`config.mk`:
```
export PLATFORM = sky130hd
export DESIGN_NAME = fp_mul_share_arbiter
export DESIGN_NICKNAME = d
export VERILOG_FILES = /design/src/rtl/fp_mul_share_arbiter.sv
export SDC_FILE = /design/constraint.sdc
export NUM_CORES = 1
export LEC_CHECK = 0
export ABC_AREA = 1
export CAP_MARGIN = 20
export CORE_ASPECT_RATIO = 1.25
export CORE_MARGIN = 10
export CORE_UTILIZATION = 31
export CTS_CLUSTER_DIAMETER = 150
export DETAILED_ROUTE_END_ITERATION = 6
export HOLD_SLACK_MARGIN = 0.03
export PLACE_DENSITY = 0.86
export SETUP_SLACK_MARGIN = 0.15
export SYNTH_ARGS = -nofsm -noshare
export SYNTH_HDL_FRONTEND = slang
export SYNTH_SLANG_ARGS = --single-unit
```
`constraint.sdc`:
```
create_clock -name clk -period 2 [get_ports clk]
set_input_delay 0.2 -clock clk [delete_from_list [all_inputs] [get_ports clk]]
set_output_delay 0.2 -clock clk [all_outputs]
set_load 0.01 [all_outputs]
```
`src/rtl/fp_mul_share_arbiter.sv`:
```
// rtl/fp_mul_share_arbiter.sv - round-robin sharing of one pipelined fp_mul between requesters
// A tag pipeline that mirrors the multiplier latency routes each result back to its issuer.
module fp_mul_share_arbiter #(
  parameter int DATA_WIDTH  = 32,
  parameter int NUM_REQ     = 2,
  parameter int MUL_LATENCY = 6
) (
  input  logic                          clk,
  input  logic                          rst,
  input  logic                          clk_en,
  input  logic [NUM_REQ-1:0]            req_valid,
  input  logic [NUM_REQ*DATA_WIDTH-1:0] req_dataa,
  input  logic [NUM_REQ*DATA_WIDTH-1:0] req_datab,
  output logic [NUM_REQ-1:0]            req_ready,
  output logic [NUM_REQ-1:0]            resp_valid,
  output logic [DATA_WIDTH-1:0]         resp_result,
  output logic                          busy,
  output logic                          mul_aclr,
  output logic                          mul_clk_en,
  output logic [DATA_WIDTH-1:0]         mul_dataa,
  output logic [DATA_WIDTH-1:0]         mul_datab,
  input  logic [DATA_WIDTH-1:0]         mul_result
);

  localparam int ID_WIDTH = (NUM_REQ > 1) ? $clog2(NUM_REQ) : 1;

  logic [ID_WIDTH-1:0]    last_grant;
  logic [MUL_LATENCY-1:0] tag_valid;
  logic [MUL_LATENCY-1:0] tag_valid_next;
  logic [ID_WIDTH-1:0]    tag_id [MUL_LATENCY];

  logic                   arb_en;
  logic                   grant_found;
  logic [ID_WIDTH-1:0]    grant_id;
  logic [ID_WIDTH-1:0]    idx;
  logic                   transfer;

  assign arb_en     = clk_en & ~rst;
  assign mul_aclr   = rst;
  assign mul_clk_en = clk_en & ~rst;

  // Search starts one past the last winner so every requester gets a turn.
  always_comb begin
    grant_found = 1'b0;
    grant_id    = '0;
    idx         = '0;
    for (int k = 1; k <= NUM_REQ; k++) begin
      idx = ID_WIDTH'((int'(last_grant) + k) % NUM_REQ);
      if (!grant_found && req_valid[idx]) begin
        grant_found = 1'b1;
        grant_id    = idx;
      end
    end
  end

  assign transfer  = arb_en & grant_found;
  assign req_ready = transfer ? (NUM_REQ'(1) << grant_id) : '0;
  assign mul_dataa = transfer ? req_dataa[int'(grant_id)*DATA_WIDTH +: DATA_WIDTH] : '0;
  assign mul_datab = transfer ? req_datab[int'(grant_id)*DATA_WIDTH +: DATA_WIDTH] : '0;

  // The tag pipeline freezes with the multiplier so operand/result pairing survives stalls.
  always_comb begin
    tag_valid_next = tag_valid;
    if (clk_en) begin
      tag_valid_next = (tag_valid << 1) | MUL_LATENCY'(transfer);
    end
  end

  always_ff @(posedge clk) begin
    if (rst) begin
      last_grant  <= ID_WIDTH'(NUM_REQ - 1);
      tag_valid   <= '0;
      for (int k = 0; k < MUL_LATENCY; k++) begin
        tag_id[k] <= '0;
      end
      resp_valid  <= '0;
      resp_result <= '0;
      busy        <= 1'b0;
    end else begin
      if (clk_en) begin
        if (transfer) begin
          last_grant <= grant_id;
        end
        tag_valid <= tag_valid_next;
        tag_id[0] <= grant_id;
        for (int k = 1; k < MUL_LATENCY; k++) begin
          tag_id[k] <= tag_id[k-1];
        end
      end
      if (clk_en && tag_valid[MUL_LATENCY-1]) begin
        resp_valid  <= NUM_REQ'(1) << tag_id[MUL_LATENCY-1];
        resp_result <= mul_result;
      end else begin
        resp_valid  <= '0;
      end
      busy <= |tag_valid_next;
    end
  end

endmodule
```
==> flow_summary.ini, run 1 <==
[critical_path]
worstSetupEndpointType = primary output
critPathKind = reg -> out
cp_top_family = buffers and inverters
crit_fanout = 8
crit_buf_inv = 6
critPathMaxStageDelay_ns = 0.33
rrSetupSlack_ns = 0.88
startpoint_type = register
required_ns = 1.80
slowest_stage = dfxtp_2
cp_data_arrival_time_ns = 1.65
crit_top_cell = buf_6
crit_path_cell_trace = nand2_2, nand2_4, nand3_4, inv_4, buf_6, buf_6, buf_12, buf_16, nand2_1, nand2_1, buf_6

[cells_and_area]
drive_gt1_share_pct = 18.4
area_growth_pct = 121
fill_cells = 632
design_area_um2 = 5730
nNetsFinal = 870
antennaDiodeCount = 0
seqCellArea_um2 = 1020
instances_no_fill = 803
multi_input_area_um2 = 1450

[cts]
cts_root_buf = clkbuf_8
clk_pin_slew_ns = 0.08
htreeDepth = 2
cts_buffer_depth = 2
cts_tree = yes
cts_buffers = 5
cts_hold_buf = 0
clock_sinks = 48
clk_latency_ns = 0.30

[timing]
clock.fmax_mhz = 540
setup_violations = 0
setup_slack_ns = 0.147
slew_headroom_pct = 78.2
rsz0062_at_grt = true
finalClockSkew_ns = 0.00689
worstMarginPinSlew_ns = 0.327
hold_viol_final = 0
drv_slew = 0
period_needed_ns = 1.85
fin_crit_sh_pct = 92.6
hold_ws_ns = 0.448

[grt]
grt_pass1_vias = 3702
grt.overflow.total = 0
antenna_found_initial = 0
grt_pass1_wl_mm = 20.6
grt_max_degree = 35
grtUsageTotal_pct = 21.3

[place]
portBuffers = 267
gp_congestion = 0.891
place_inst = 774
placed_cell_area_um2 = 5340
dp_slack_ns = -0.219
hpwlAfterDp_mm = 11.1

[synthesis]
yosysWarningCount = 0
ys_async_sr_fraction_pct = 0
synth_edf_count = 6
ys_seq_area_share_pct = 39.5
synth_area_leaders = dfxtp_1 (32%), nand2_1 (31%), nor2_1 (11%)
syn_avg_cell_area_um2 = 6.12
syn-cell-area_um2 = 2590
syn_inst = 423
ys_types = 20
synth_top_area_share_pct = 32.5
synth.top_cells.by_count = nand2_1 (216), nor2_1 (75), dfxtp_1 (42), o21ai_0 (32), inv_1 (11)
post-synth-top-count-cell = nand2_1
synth_flop_cell = dfxtp_1
synthesis.nets = 588
synth_seq_cells = 48
synth_largest_area_cell = dfxtp_1

[route]
vias = 3801
first_pass_iters = 4
first_iter_violations = 124
viasPerCell = 4.73
wl_mm = 14.8
wl_per_cell_um = 18.4
antenna_left = 0
drc_errors = 0

[die]
placementRows = 37
boundaryPins = 268
coreArea_um2 = 8190
die_width_um = 102
initial_core_util_pct = 31.6
die-area_um2 = 12400
die_y_um = 122

[pwr]
leakage_nw = 2.72
ir_drop_mv = 0.605
p_per_area_nw_per_um2 = 416

[hold_path]
hold_path_class = reg -> reg

[run]
cap_violations = 0

[run_status]
status = finished clean
-- report_power, final --
group / switching (mW) / internal (mW) / total [mW]
Clock: 0.308 / 0.316 / 0.624
Combinational: 0.285 / 0.479 / 0.763
Sequential: 0.00704 / 0.992 / 0.999
-- state kept, by name, summed over array words and instances (netlist names) --
register     flops
resp_valid       2
last_grant       1
busy             1
tag_valid        6
resp_result     32
tag_id           6
-- kinds of logic after synthesis --
family / Yosys count / synth area share (%)
buffers and inverters: 40 / 9.04
AND/OR/NAND/NOR: 297 / 44.1
flip-flops: 48 / 39.5
AO/OA/AOI/OAI: 38 / 7.35
-- stage by stage --
step / total power [mW] / setup TNS [ns] / util [%]
finish: 2.39 / 0 / 69.9
global placement: 1.71 / -9.08 / 65.2
CTS: 2.34 / 0 / 66.6
detailed placement: 1.72 / -10.89 / 65.2
floorplan: 1.21 / 0 / -
global route: 2.49 / 0 / 69.9
-- area by class of cell --
| cell class | count | share of cell area [%] |
|---|---|---|
| Clock buffer | 8 | 1.75 |
| Inverter | 14 | 1.09 |
| Multi-Input combinational cell | 335 | 25.3 |
| Sequential cell | 48 | 17.8 |
| Tap cell | 97 | 2.12 |
| Timing Repair Buffer | 301 | 51.9 |
-- final timing paths --
check,startpoint,endpoint,cells after the start
worst min-delay path,tag_id[0][5],resp_valid[0],1
worst min register to register,tag_id[0][5],resp_valid[0],1
worst max-delay path,last_grant,mul_dataa[14],11
worst max register to register,last_grant,last_grant,7
-- timing repair --
action	in CTS	in global routing
resized for setup	231	55
gates cloned	5	2
setup endpoints to repair	66	56
setup buffers	8	6
pin swaps	2	11
-- layer usage --
metal | vias up | global-route usage, % | wire, µm
met5 | - | 0 | 0
met4 | 0 | 12.2 | 740
met3 | 47 | 7.08 | 1560
met2 | 191 | 38.2 | 7690
met1 | 1711 | 21.0 | 4810
li1 | 1852 | - | -
-- placed cells by master (no fill, tap or decap) --
master and n:
clkdlybuf4s50_1 197, nand2_1 187, nor2_1 75, dfxtp_1 41, buf_2 35, o21ai_0 32
nand2_2 22, dlygate4sd2_1 16, buf_6 16, buf_4 16, inv_1 11, nand2_4 8
buf_12 8, clkbuf_8 7, a21oi_1 6, edfxtp_1 6, buf_16 5, clkbuf_2 4
inv_4 2, clkbuf_16 2, inv_6 1, nand3_4 1, nor2_4 1, nor3_1 1
nor3b_1 1, nand3_1 1, clkbuf_1 1, dfxtp_2 1, clkdlybuf4s15_2 1, clkdlybuf4s15_1 1
Power figures use the tool's default switching activity.
==> run 2: changes to the inputs <==
--- a/config.mk
+++ b/config.mk
@@ -15,6 +15,8 @@
 export HOLD_SLACK_MARGIN = 0.03
 export PLACE_DENSITY = 0.86
 export SETUP_SLACK_MARGIN = 0.15
+export SLEW_MARGIN = 5
 export SYNTH_ARGS = -nofsm -noshare
 export SYNTH_HDL_FRONTEND = slang
 export SYNTH_SLANG_ARGS = --single-unit
+export TNS_END_PERCENT = 1
==> constraint.sdc (replaced) <==
create_clock -name clk -period 2.21 [get_ports clk]
set_input_delay 0.221 -clock clk [delete_from_list [all_inputs] [get_ports clk]]
set_output_delay 0.221 -clock clk [all_outputs]
set_load 0.01 [all_outputs]
==> run 2 against run 1 <==
Clock skew fell by 0.0031 ns. Register-to-register slack improved by 0.21 ns. Final area fell by 5.7%. Critical endpoint is now mul_dataa[11]. Largest cell class unchanged.
==> flow_summary.ini, run 2 (same netlist as run 1, synthesis figures left out) <==
[pwr]
ir_drop_mv = 0.420
leakage_nw = 2.63
p_per_area_nw_per_um2 = 379

[cells_and_area]
layout_commonest_cell = nand2_1
largest_reg_flops = 32
instances_no_fill = 782
drive_gt1_share_pct = 4.09
design_area_um2 = 5400
nNetsFinal = 850
antennaDiodeCount = 0
reg.largest.list = resp_result (32), tag_id (6), tag_valid (6)
area_growth_pct = 109
fill_cells = 730
final_cell_mix = nand2_1 (215), clkdlybuf4s50_1 (200), nor2_1 (75)
top_register = resp_result

[grt]
antenna_found_initial = 0
grt.overflow.total = 0
grt_max_degree = 35
grt_pass1_wl_mm = 19.5
grtUsageTotal_pct = 20.1
grt_pass1_vias = 3516

[critical_path]
required_ns = 1.99
critPathMaxStageDelay_ns = 0.49
critPathKind = in -> out
rrSetupSlack_ns = 1.09
crit_buf_inv = 4
crit_path_cell_trace = clkdlybuf4s50_1, nand2_2, nor2_4, buf_12, buf_16, nand2_1, nand2_1, dlygate4sd2_1
cp_data_arrival_time_ns = 1.71
cp_top_family = buffers and inverters
startpoint_type = input pin
worstSetupEndpointType = primary output
rr_worst_depth = 7
r2r_end = last_grant
crit_top_cell = nand2_1
startpoint = req_valid[1]
crit_fanout = 29
rr_startpoint = last_grant
slowest_stage = clkdlybuf4s50_1

[route]
first_pass_iters = 4
wl_per_cell_um = 17.1
antenna_left = 0
drc_errors = 0
viasPerCell = 4.58
first_iter_violations = 91
vias = 3583
wl_mm = 13.4

[place]
portBuffers = 267
gp_congestion = 0.890
place_inst = 773
placed_cell_area_um2 = 5340
hpwlAfterDp_mm = 11.1

[timing]
drv_slew = 0
setup_violations = 0
period_needed_ns = 1.93
worstMarginPinSlew_ns = 0.325
rsz0062_at_grt = false
fin_crit_sh_pct = 87.2
hold_viol_final = 0
slew_headroom_pct = 78.3
clock.fmax_mhz = 519
finalClockSkew_ns = 0.00383

[cts]
cts_tree = yes
htreeDepth = 2
cts_hold_buf = 0
cts_root_buf = clkbuf_8
clock_sinks = 48
cts_buffers = 5
clk_latency_ns = 0.30
cts_buffer_depth = 2
clk_pin_slew_ns = 0.08

[hold_path]
min_to = resp_valid[0]
min-delay-start = tag_id[0][5]
hold_path_class = reg -> reg
whs_path_depth = 1

[die]
die_width_um = 102
die_y_um = 122
die-area_um2 = 12400
placementRows = 37
boundaryPins = 268
coreArea_um2 = 8190
initial_core_util_pct = 31.6

[run_status]
status = finished clean

[run]
cap_violations = 0
[run 2: through the flow]
step	hold WS, ns	power, mW	utilization (%)	setup TNS [ns]	worst slack, ns
after floorplan	0.388	1.10	-	0	0.906
after global placement	0.437	1.55	65.1	-0.0418	-0.0148
after detailed placement	0.440	1.56	65.1	-0.194	-0.0340
after CTS	0.452	2.07	65.9	0	0.181
after global routing	0.492	2.15	65.9	0	0.173
final	0.446	2.05	65.9	0	0.283
[run 2: area by class of cell]
cell class / instances / area [µm²] / share of cell area, %
well taps: 97 / 121 / 2.25
repair buffers: 281 / 2770 / 51.2
inverters: 14 / 60.1 / 1.11
clock buffers: 7 / 96.3 / 1.78
multi-input cells: 335 / 1340 / 24.7
flip-flops and latches: 48 / 1020 / 18.9
[run 2: where the power goes]
| group | internal (mW) | switching, mW |
|---|---|---|
| Combinational | 0.378 | 0.215 |
| Sequential | 0.897 | 0.00616 |
| Clock | 0.279 | 0.272 |
| Total | 1.55 | 0.493 |
[run 2: worst reg2reg max path: stages (launching register included)]
cell,delay (ns)
dfxtp_1,0.33
nand2_1,0.06
nand2_2,0.10
nor2_4,0.07
buf_12,0.13
buf_4,0.15
a21oi_1,0.11
nand2_1,0.06
[run 2: worst max-delay path by stage]
stage / endpoint / slack [ns] / depth (start not counted)
floorplan: mul_dataa[10] / 0.91 / 10
global placement: mul_dataa[9] / -0.01 / 9
detailed placement: mul_dataa[15] / -0.03 / 8
CTS: req_ready[1] / 0.18 / 6
global route: mul_datab[8] / 0.17 / 9
finish: mul_dataa[11] / 0.28 / 8
[run 2: per-layer routing]
metal,up-vias,track usage (%),part of all wire [%]
met5,-,0,0
li1,1803,-,-
met1,1595,20.2,34
met3,26,7.42,10
met4,0,7.35,2.9
met2,159,36.7,53
[run 2: timing repair]
action	4_1_cts	5_1_grt
endpoints found under the hold margin	0	0
cloned	1	0
resized for setup	68	1
buffers inserted	1	0
endpoints found under the setup margin	65	1
pin swaps	1	0
